**config.mk**
```make
export PLATFORM = sky130hd
export DESIGN_NAME = ram_port_arbiter_flat
export DESIGN_NICKNAME = d
export VERILOG_FILES = /design/src/rtl/ram_arb_pkg.sv /design/src/rtl/ram_port_arbiter_if.sv /design/src/rtl/ram_port_arbiter_rr_arb2.sv /design/src/rtl/ram_port_arbiter.sv /design/src/flat_wrapper.sv
export SDC_FILE = /design/constraint.sdc
export NUM_CORES = 1
export LEC_CHECK = 0
export ABC_AREA = 1
export CORE_AREA = 5 5 68 70
export CTS_BUF_LIST = sky130_fd_sc_hd__clkbuf_4
export CTS_CLUSTER_DIAMETER = 200
export CTS_CLUSTER_SIZE = 8
export DETAILED_ROUTE_END_ITERATION = 8
export DIE_AREA = 0 0 73 75
export PLACE_DENSITY = 0.91
export SYNTH_ARGS = -nofsm -noshare
export SYNTH_HDL_FRONTEND = slang
export SYNTH_SLANG_ARGS = --single-unit
```
**constraint.sdc**
```tcl
create_clock -name clk -period 1.5 [get_ports clk]
set_input_delay 0.3 -clock clk [delete_from_list [all_inputs] [get_ports clk]]
set_output_delay 0.3 -clock clk [all_outputs]
set_load 0.01 [all_outputs]
```
**src/rtl/ram_arb_pkg.sv**
```systemverilog
// ---------------------------------------------------------------------------
// ram_arb_pkg
// Shared definitions for the two-requester RAM port arbiter:
//   - AW_DEFAULT / DW_DEFAULT : default address and data widths
//   - state_t                 : arbiter FSM state encoding (IDLE, ISSUE, WAIT)
//   - other_req()             : index of the requester that is not 'idx'
// ---------------------------------------------------------------------------
package ram_arb_pkg;

    localparam int AW_DEFAULT = 6;
    localparam int DW_DEFAULT = 8;

    typedef enum logic [1:0] {
        IDLE  = 2'd0,
        ISSUE = 2'd1,
        WAIT  = 2'd2
    } state_t;

    // With only two requesters the "other" one is just the complement.
    function automatic logic other_req(input logic idx);
        return ~idx;
    endfunction

endpackage

```
**src/rtl/ram_port_arbiter_if.sv**
```systemverilog
// ---------------------------------------------------------------------------
// ram_port_arbiter_if
// Bundles both requester ports and the RAM-side port of the arbiter.
//   Requester n (n = 0,1):
//     reqn, wen, addrn, wdatan  : command from requester
//     gntn                      : one-cycle accept pulse
//     rvalidn, rdatan           : read-return pulse and held read data
//   RAM side:
//     ram_cs, ram_we, ram_re, ram_addr, ram_data_in : registered command
//     ram_data_out                                 : read data, valid the
//                                                    cycle after ram_re
// Modports:
//   slave  : the arbiter (receives requests, drives the RAM)
//   master : the requesters + RAM model (drive requests, return RAM data)
//
// Handshake: a requester raises reqn with a stable command and holds it until
// the cycle in which gntn is high; the command present in that cycle is the
// one executed. Dropping reqn before gntn withdraws the request. For reads,
// rvalidn pulses once with rdatan carrying the data; rdatan holds afterwards.
// ---------------------------------------------------------------------------
interface ram_port_arbiter_if #(
    parameter int AW = 6,
    parameter int DW = 8
) ();

    logic          req0;
    logic          we0;
    logic [AW-1:0] addr0;
    logic [DW-1:0] wdata0;
    logic          gnt0;
    logic          rvalid0;
    logic [DW-1:0] rdata0;

    logic          req1;
    logic          we1;
    logic [AW-1:0] addr1;
    logic [DW-1:0] wdata1;
    logic          gnt1;
    logic          rvalid1;
    logic [DW-1:0] rdata1;

    logic          ram_cs;
    logic          ram_we;
    logic          ram_re;
    logic [AW-1:0] ram_addr;
    logic [DW-1:0] ram_data_in;
    logic [DW-1:0] ram_data_out;

    modport slave (
        input  req0, we0, addr0, wdata0,
        input  req1, we1, addr1, wdata1,
        output gnt0, rvalid0, rdata0,
        output gnt1, rvalid1, rdata1,
        output ram_cs, ram_we, ram_re, ram_addr, ram_data_in,
        input  ram_data_out
    );

    modport master (
        output req0, we0, addr0, wdata0,
        output req1, we1, addr1, wdata1,
        input  gnt0, rvalid0, rdata0,
        input  gnt1, rvalid1, rdata1,
        input  ram_cs, ram_we, ram_re, ram_addr, ram_data_in,
        output ram_data_out
    );

endinterface

```
**src/rtl/ram_port_arbiter_rr_arb2.sv**
```systemverilog
// ---------------------------------------------------------------------------
// rr_arb2
// Combinational two-way round-robin pick.
//   i_req[1:0] : pending requests
//   i_last     : index of the requester granted most recently
//   o_gnt[1:0] : one-hot pick (all zero when nothing is requested)
// A lone requester always wins; on a tie the requester that was not granted
// last wins.
// ---------------------------------------------------------------------------
module rr_arb2
    import ram_arb_pkg::*;
(
    input  logic [1:0] i_req,
    input  logic       i_last,
    output logic [1:0] o_gnt
);

    always_comb begin
        o_gnt = 2'b00;
        case (i_req)
            2'b01:   o_gnt = 2'b01;
            2'b10:   o_gnt = 2'b10;
            2'b11:   o_gnt = (other_req(i_last) == 1'b1) ? 2'b10 : 2'b01;
            default: o_gnt = 2'b00;
        endcase
    end

endmodule

```
**src/rtl/ram_port_arbiter.sv**
```systemverilog
// ---------------------------------------------------------------------------
// ram_port_arbiter
// Shares one single-port RAM between two requesters.
//   clk     : single clock, rising edge
//   rst     : synchronous, active-high reset
//   bus     : ram_port_arbiter_if.slave (both requesters + RAM side)
//   o_state : current FSM state, for observation
//
// Flow for a grant in cycle T:
//   T   IDLE  : winner picked, gnt pulsed, command latched into RAM regs
//   T+1 ISSUE : registered RAM command visible on ram_*
//   T+2 IDLE (write) or WAIT (read: ram_data_out captured at end of cycle)
//   T+3 read  : rvalid pulses for the owner, FSM back in IDLE
// ---------------------------------------------------------------------------
module ram_port_arbiter
    import ram_arb_pkg::*;
#(
    parameter int AW = AW_DEFAULT,
    parameter int DW = DW_DEFAULT
) (
    input  logic                clk,
    input  logic                rst,
    ram_port_arbiter_if.slave   bus,
    output state_t              o_state
);

    state_t        r_state;
    state_t        w_next_state;

    logic          r_last;     // index of requester granted most recently
    logic          r_owner;    // requester owning the in-flight command
    logic          r_we;       // in-flight command is a write

    logic          r_ram_cs;
    logic          r_ram_we;
    logic          r_ram_re;
    logic [AW-1:0] r_ram_addr;
    logic [DW-1:0] r_ram_data_in;

    logic [1:0]    r_rvalid;
    logic [DW-1:0] r_rdata0;
    logic [DW-1:0] r_rdata1;

    logic [1:0]    w_req;
    logic [1:0]    w_pick;
    logic [1:0]    w_gnt;
    logic          w_sel_we;
    logic [AW-1:0] w_sel_addr;
    logic [DW-1:0] w_sel_wdata;

    assign w_req = {bus.req1, bus.req0};

    rr_arb2 u_rr_arb2 (
        .i_req  (w_req),
        .i_last (r_last),
        .o_gnt  (w_pick)
    );

    // Command of the winner; only meaningful when w_gnt is non-zero.
    assign w_sel_we    = w_gnt[1] ? bus.we1    : bus.we0;
    assign w_sel_addr  = w_gnt[1] ? bus.addr1  : bus.addr0;
    assign w_sel_wdata = w_gnt[1] ? bus.wdata1 : bus.wdata0;

    // Next-state and grant decode. Grants are suppressed during reset so a
    // request coinciding with rst is never accepted.
    always_comb begin
        w_next_state = r_state;
        w_gnt        = 2'b00;
        case (r_state)
            IDLE: begin
                if (!rst && (w_pick != 2'b00)) begin
                    w_gnt        = w_pick;
                    w_next_state = ISSUE;
                end
            end
            ISSUE: begin
                w_next_state = r_we ? IDLE : WAIT;
            end
            WAIT: begin
                w_next_state = IDLE;
            end
            default: begin
                w_next_state = IDLE;
            end
        endcase
    end

    always_ff @(posedge clk) begin
        if (rst) begin
            r_state       <= IDLE;
            r_last        <= 1'b1;   // makes requester 0 win the first tie
            r_owner       <= 1'b0;
            r_we          <= 1'b0;
            r_ram_cs      <= 1'b0;
            r_ram_we      <= 1'b0;
            r_ram_re      <= 1'b0;
            r_ram_addr    <= '0;
            r_ram_data_in <= '0;
            r_rvalid      <= 2'b00;
            r_rdata0      <= '0;
            r_rdata1      <= '0;
        end else begin
            r_state <= w_next_state;

            // RAM command regs are zero except in the single ISSUE cycle.
            r_ram_cs      <= 1'b0;
            r_ram_we      <= 1'b0;
            r_ram_re      <= 1'b0;
            r_ram_addr    <= '0;
            r_ram_data_in <= '0;
            r_rvalid      <= 2'b00;

            if (w_gnt != 2'b00) begin
                r_last        <= w_gnt[1];
                r_owner       <= w_gnt[1];
                r_we          <= w_sel_we;
                r_ram_cs      <= 1'b1;
                r_ram_we      <= w_sel_we;
                r_ram_re      <= ~w_sel_we;
                r_ram_addr    <= w_sel_addr;
                r_ram_data_in <= w_sel_we ? w_sel_wdata : '0;
            end

            // RAM read data is valid during WAIT; capture it for the owner.
            if (r_state == WAIT) begin
                if (r_owner) begin
                    r_rdata1    <= bus.ram_data_out;
                    r_rvalid[1] <= 1'b1;
                end else begin
                    r_rdata0    <= bus.ram_data_out;
                    r_rvalid[0] <= 1'b1;
                end
            end
        end
    end

    assign bus.gnt0        = w_gnt[0];
    assign bus.gnt1        = w_gnt[1];
    assign bus.rvalid0     = r_rvalid[0];
    assign bus.rvalid1     = r_rvalid[1];
    assign bus.rdata0      = r_rdata0;
    assign bus.rdata1      = r_rdata1;
    assign bus.ram_cs      = r_ram_cs;
    assign bus.ram_we      = r_ram_we;
    assign bus.ram_re      = r_ram_re;
    assign bus.ram_addr    = r_ram_addr;
    assign bus.ram_data_in = r_ram_data_in;

    assign o_state = r_state;

endmodule

```
**src/flat_wrapper.sv**
```systemverilog
// flat-port wrapper written by rule: the top's interface ports become plain ports
module ram_port_arbiter_flat import ram_arb_pkg::*;
#(
    parameter int AW = AW_DEFAULT,
    parameter int DW = DW_DEFAULT
)
  (clk, rst, o_state, bus_req0, bus_we0, bus_addr0, bus_wdata0, bus_req1, bus_we1, bus_addr1, bus_wdata1, bus_gnt0, bus_rvalid0, bus_rdata0, bus_gnt1, bus_rvalid1, bus_rdata1, bus_ram_cs, bus_ram_we, bus_ram_re, bus_ram_addr, bus_ram_data_in, bus_ram_data_out);
  ram_port_arbiter_if #(.AW(AW), .DW(DW)) bus_i ();
  input  logic clk;
  input  logic rst;
  output state_t o_state;
  input wire logic [$bits(bus_i.req0)-1:0] bus_req0;
  input wire logic [$bits(bus_i.we0)-1:0] bus_we0;
  input wire logic [$bits(bus_i.addr0)-1:0] bus_addr0;
  input wire logic [$bits(bus_i.wdata0)-1:0] bus_wdata0;
  input wire logic [$bits(bus_i.req1)-1:0] bus_req1;
  input wire logic [$bits(bus_i.we1)-1:0] bus_we1;
  input wire logic [$bits(bus_i.addr1)-1:0] bus_addr1;
  input wire logic [$bits(bus_i.wdata1)-1:0] bus_wdata1;
  output wire logic [$bits(bus_i.gnt0)-1:0] bus_gnt0;
  output wire logic [$bits(bus_i.rvalid0)-1:0] bus_rvalid0;
  output wire logic [$bits(bus_i.rdata0)-1:0] bus_rdata0;
  output wire logic [$bits(bus_i.gnt1)-1:0] bus_gnt1;
  output wire logic [$bits(bus_i.rvalid1)-1:0] bus_rvalid1;
  output wire logic [$bits(bus_i.rdata1)-1:0] bus_rdata1;
  output wire logic [$bits(bus_i.ram_cs)-1:0] bus_ram_cs;
  output wire logic [$bits(bus_i.ram_we)-1:0] bus_ram_we;
  output wire logic [$bits(bus_i.ram_re)-1:0] bus_ram_re;
  output wire logic [$bits(bus_i.ram_addr)-1:0] bus_ram_addr;
  output wire logic [$bits(bus_i.ram_data_in)-1:0] bus_ram_data_in;
  input wire logic [$bits(bus_i.ram_data_out)-1:0] bus_ram_data_out;
  assign bus_i.req0 = bus_req0;
  assign bus_i.we0 = bus_we0;
  assign bus_i.addr0 = bus_addr0;
  assign bus_i.wdata0 = bus_wdata0;
  assign bus_i.req1 = bus_req1;
  assign bus_i.we1 = bus_we1;
  assign bus_i.addr1 = bus_addr1;
  assign bus_i.wdata1 = bus_wdata1;
  assign bus_gnt0 = bus_i.gnt0;
  assign bus_rvalid0 = bus_i.rvalid0;
  assign bus_rdata0 = bus_i.rdata0;
  assign bus_gnt1 = bus_i.gnt1;
  assign bus_rvalid1 = bus_i.rvalid1;
  assign bus_rdata1 = bus_i.rdata1;
  assign bus_ram_cs = bus_i.ram_cs;
  assign bus_ram_we = bus_i.ram_we;
  assign bus_ram_re = bus_i.ram_re;
  assign bus_ram_addr = bus_i.ram_addr;
  assign bus_ram_data_in = bus_i.ram_data_in;
  assign bus_i.ram_data_out = bus_ram_data_out;
  ram_port_arbiter #(.AW(AW), .DW(DW)) u_core (.clk(clk), .rst(rst), .bus(bus_i), .o_state(o_state));
endmodule
```
== Word level (Yosys, flattened, before mapping) ==
Cells that the tools add are included.
Word-level totals
  RAM bits: 0
  memories kept: 0
  memory bits (read-only): 0
  bits of input ports: 42
  register bits after elaboration: 40
  latch bits: 0
  logic and storage cells: 45
Operators by class
  $add $sub $neg: 0
  equality and inequality tests: 6
  multipliers: 0
  bitwise logic cells: 4
  multiplexer cells: 13
  divide/modulo/power cells: 0
  shift-type cells: 0
  reduce and logical (&&, ||, !) cells: 10
  order comparisons: 0
Operators by type and width (count)
  2-bit two-way mux: 5
  8-bit two-way mux: 1
  2-bit equality test, second input constant: 3
  6-bit two-way mux: 1
  2-bit case mux with 3 select lines: 1
  2-bit by 1-bit equality test with 1-bit output, second input constant: 2
  1-bit two-way mux: 4
  1-bit inverter: 4
  2-bit case mux with 2 select lines: 1
  2-bit AND reduction: 2
  2-bit nonzero test: 2
  2-bit OR reduction: 2
  3-bit OR reduction: 1
  2-bit logical NOT: 1
  2-bit by 1-bit != test with 1-bit output, second input constant: 1
  1-bit logical AND: 1
  1-bit logical NOT: 1

== Depth between registers and ports, before layout ==
Gate-level depths: netlist of run 1.
  word-level depth: 9
  depth in mapped cells: 8
  gate-level depth less buffers: 7

== By module ==
Synthesis of run 1 repeated with hierarchy kept, for this count alone.
Second synthesis, totals
  cells, all modules: 188
  area total of the unflattened synthesis: 1502.7 um^2
By module, submodules not included
  ram_port_arbiter: area each 1481.4 um^2, seq. area each 800.8 um^2, cells each 183, instances 1
  rr_arb2: area each 21.3 um^2, seq. area each 0.0 um^2, cells each 5, instances 1

== Worst setup path before layout of run 1 ==
Ideal clock, no wire load.
  path kind: flip-flop to output port
  from: reg u_core.r_state[0] (netlist: u_core.o_state[0])
  to: out bus_gnt1
  cell stages (with the launch flop): 5
  arrival time: 928 ps
  path slack: 272 ps
  path through: dfxtp_1 > nor2_4 > nand3_1 > buf_6 > inv_1
On the way
  longest elaborated chain between the ends: 2
RTL lines
  from (decl): line ram_port_arbiter.sv:27  | state_t r_state;
  from (signal assigned): line ram_port_arbiter.sv:103  | r_state <= w_next_state;
  2-bit logical NOT: line ram_port_arbiter.sv:69  | case (r_state)
  2-bit two-way mux: line ram_port_arbiter.sv:69
  to (decl): line flat_wrapper.sv:23  | output wire logic [$bits(bus_i.gnt1)-1:0] bus_gnt1;
No other way between the ends.

== Worst setup path in the final report of run 1 ==
  from: reg u_core.r_state[1] (netlist: u_core.o_state[1])
  to: out bus_gnt0
On the way
  longest elaborated chain between the ends: 2
RTL lines
  2-bit logical NOT: line ram_port_arbiter.sv:69
  2-bit two-way mux: line ram_port_arbiter.sv:69
  to (decl): line flat_wrapper.sv:20  | output wire logic [$bits(bus_i.gnt0)-1:0] bus_gnt0;
No other way between the ends.

==> impl_metrics.tcl, run 1 <==
set metrics [dict create \
    result_of_the_run "completed" \
    p_leak_nw 1.32 \
    top_family_by_delay_on_critical_path "flip-flops" \
    gr-usage-met1_pct 17.8 \
    largest_fanout_of_any_net_on_the_critical_path 3 \
    yosys-top-cells-area "dfxtp_1 53%, nand2_1 9.7%, inv_1 7.7%" \
    yosysSeqAreaShare_pct 52.8 \
    number_of_buffers_inserted_for_hold_repair_after_clock_tree_synthesis 0 \
    timing.fmax_ghz 0.682 \
    maxSlewViolCount 0 \
    rsz0062_at_grt "true" \
    clk_path_buf_depth 2 \
    worst_setup_hold_path_clk_slew_ps 110 \
    finish.net_count 326 \
    finalCriticalPeriod_ps 1470 \
    grt_antenna_before_repair 0 \
    syn-instance-count 185 \
    reg2reg_from "u_core.r_last$_SDFFE_PP1N_" \
    die-width_um 73 \
    grt_pass1_vias 1492 \
    worstPathRequired_ps 1200 \
    timing_hold_violations_final 0 \
    startpoint "u_core.o_state[1]$_SDFFE_PP0P_" \
    maximum_capacitance_violations 0 \
    cts-htree-levels 2 \
    syn-num-nets 227 \
    synth_cell_type_count 21 \
    placement_rows 23 \
    vdd.ir_drop.worst_mv 0.705 \
    wp_buf_inv 1 \
    ant_nets 0 \
    floorplan.die.height_um 75 \
    number_of_port_buffers 80 \
    antenna-diode-count 0 \
    grt_util_met3_pct 3.47 \
    synth.cells.most_frequent "40 x dfxtp_1, 39 x nand2_1, 31 x inv_1, 16 x a21oi_1, 16 x o21ai_0" \
    detail_route.vias_per_cell 4.42 \
    synthArstFlopShare_pct 0 \
    critical_path_arrival_ps 1170 \
    synth-warning-count 0 \
    drt_pass1_iterations 4 \
    holdWs_ps 352 \
    met2_demand_to_capacity_share_in_global_routing_pct 29.7 \
    clk_root_buffer_cell "clkbuf_4" \
    gr-total-overflow 0 \
    synthDominantCellAreaShare_pct 52.8 \
    drc 0 \
    synth-edff-count 0 \
    dp_hpwl_mm 3.36 \
    final_core_utilization_pct 64.1 \
    first_iter_violations 84 \
    hold_path_startpoint "rst" \
    synth.most_common_cell "dfxtp_1" \
    grt_pass1_wl_mm 6.74 \
    numCtsBuffers 5 \
    powerDensity_nw_per_um2 906 \
    pre_cts_ws_ps -588 \
    initial_core_util_pct 38.7 \
    final_layout_size_suffix_gt1_share_pct 16.8 \
    grt_max_degree 19 \
    finClkSkew_ps 12.1 \
    netlist_area_um2 1520 \
    timing.slew.headroom_pct 83.6 \
    grt_util_all_layers_pct 16.2 \
    criticalPathCategory "register to output pin" \
    min-delay-path-class "input pin to register" \
    leading_register_cell_type_out_of_synthesis "dfxtp_1" \
    startpoint_type "register" \
    num_vias 1481 \
    crit_path_max_incr_delay_ps 350 \
    setup_slack_ps 33.9 \
    flop_and_latch_count_out_of_synthesis 40 \
    cts_tree "built" \
    critical_path.cell_chain "nor2_4 > nand2_2 > nor2_2 > buf_2" \
    syn_to_final_growth_pct 65.5 \
    routabilityCongestion 0.711 \
    worst_pin_slew_ps 244 \
    synth_area_per_cell_um2 8.19 \
    critPathCaptureType "output pin" \
    synth_top_area_cell "dfxtp_1" \
    finalSetupViolations 0 \
    cts.sink_count 40 \
    slowest_cell_on_crit_path "dfxtp_2" \
    insertion_delay_ps 340 \
    drt-total-wl_mm 4.24 \
    num_io_pins 81 \
    core_box_area_um2 3910 \
    floorplan.die_area_um2 5480 \
    detail_route.wl_per_cell_um 12.7 \
    busiest_layer "met2" \
    layout_worst_path_cycle_share_pct 97.7 \
]
==> area by class of cell <==
cell class | count | area (um2)
inverter | 32 | 123
clock inverter | 2 | 35.0
fill | 367 | 1410
tap | 50 | 62.6
clock buffer | 6 | 45.0
multi-input combinational | 107 | 544
timing repair buffer | 98 | 895
sequential | 40 | 803
==> registers in the layout, summed over array words and instances, names as in the netlist <==
register,count
u_core.r_rvalid,2
u_core.bus.ram_we,1
u_core.bus.ram_data_in,8
u_core.bus.ram_re,1
u_core.r_owner,1
u_core.r_we,1
u_core.bus.ram_cs,1
u_core.bus.rdata1,8
u_core.o_state,2
u_core.bus.ram_addr,6
u_core.bus.rdata0,8
u_core.r_last,1
==> cells in the final DEF (no fill, tap or decap) <==
cell             Yosys  layout
a21oi_1             16      16
inv_4                1       1
nand2_1             39      38
dlygate4sd2_1        0      35
o21a_1               1       1
nor2_2               2       3
a211oi_1             1       1
clkbuf_4             0       6
a21oi_2              1       1
clkdlybuf4s50_1      0      38
buf_2                0       2
nand3_2              7       7
nand2_2              1       2
buf_4                3      18
clkinv_2             0       1
inv_1               31      30
nor2_4               2       2
inv_2                0       1
dlymetal6s2s_1       0       5
nor2_1              12      11
dfxtp_1             40      38
o21ai_0             16      16
dfxtp_2              0       2
nand2_4              1       1
bufinv_16            0       1
nand3_1              7       7
nor4_1               1       1
==> metal layers <==
metal	vias to the layer above	routed length [um]	share of wire, %
li1	772	-	-
met1	658	1530	36
met2	46	2330	55
met3	5	318	7.5
met4	0	57	1.3
met5	-	0	0
==> final timing paths <==
path | depth (start not counted) | slack [ps] | to
worst max-delay path | 4 | 30 | bus_gnt0
worst min-delay path | 3 | 350 | u_core.r_rvalid[0]$_SDFF_PP0_
worst max register to register | 7 | 190 | u_core.bus.ram_data_in[0]$_SDFF_PP0_
worst min register to register | 2 | 450 | u_core.bus.rdata1[7]$_SDFFE_PP0P_
==> per-stage QoR <==
step	TNS [ps]	instances	total power, W	cell area (um2)
2_1_floorplan	0	185	0.00134	1520
3_3_place_gp	-3590	325	0.00161	2450
3_5_place_dp	-4820	325	0.00162	2450
4_1_cts	-40.6	335	0.00230	2490
5_1_grt	-66.5	335	0.00240	2510
6_report	0	335	0.00227	2510
==> where the power goes <==
group / total (W) / internal (W) / switching, W
logic: 0.000425 / 0.000231 / 0.000194
registers: 0.00114 / 0.00112 / 0.0000240
clock network: 0.000704 / 0.000368 / 0.000337
==> worst min-delay path: stages <==
cell and delay [ps]:
dlymetal6s2s_1 130, buf_4 170, nor2_1 50
==> cell families after synthesis <==
| group | share of synthesized area [%] |
|---|---|
| flops | 52.8 |
| buf+inv | 11.6 |
| compound gates | 12.1 |
| simple gates | 23.5 |
==> timing repair <==
action | CTS | global route
endpoints found under the setup margin | 35 | 6
gates resized for setup | 45 | 8
setup buffers | 2 | 0
pin swaps | 2 | 3
Note: power is estimated with default switching activity, not from simulation.
==> inputs of run 2 (changes only) <==
HOLD_SLACK_MARGIN = 0.05   (was default)
==> results of run 2 <==
The final DEF is identical to that of run 1; final timing and power are the same.
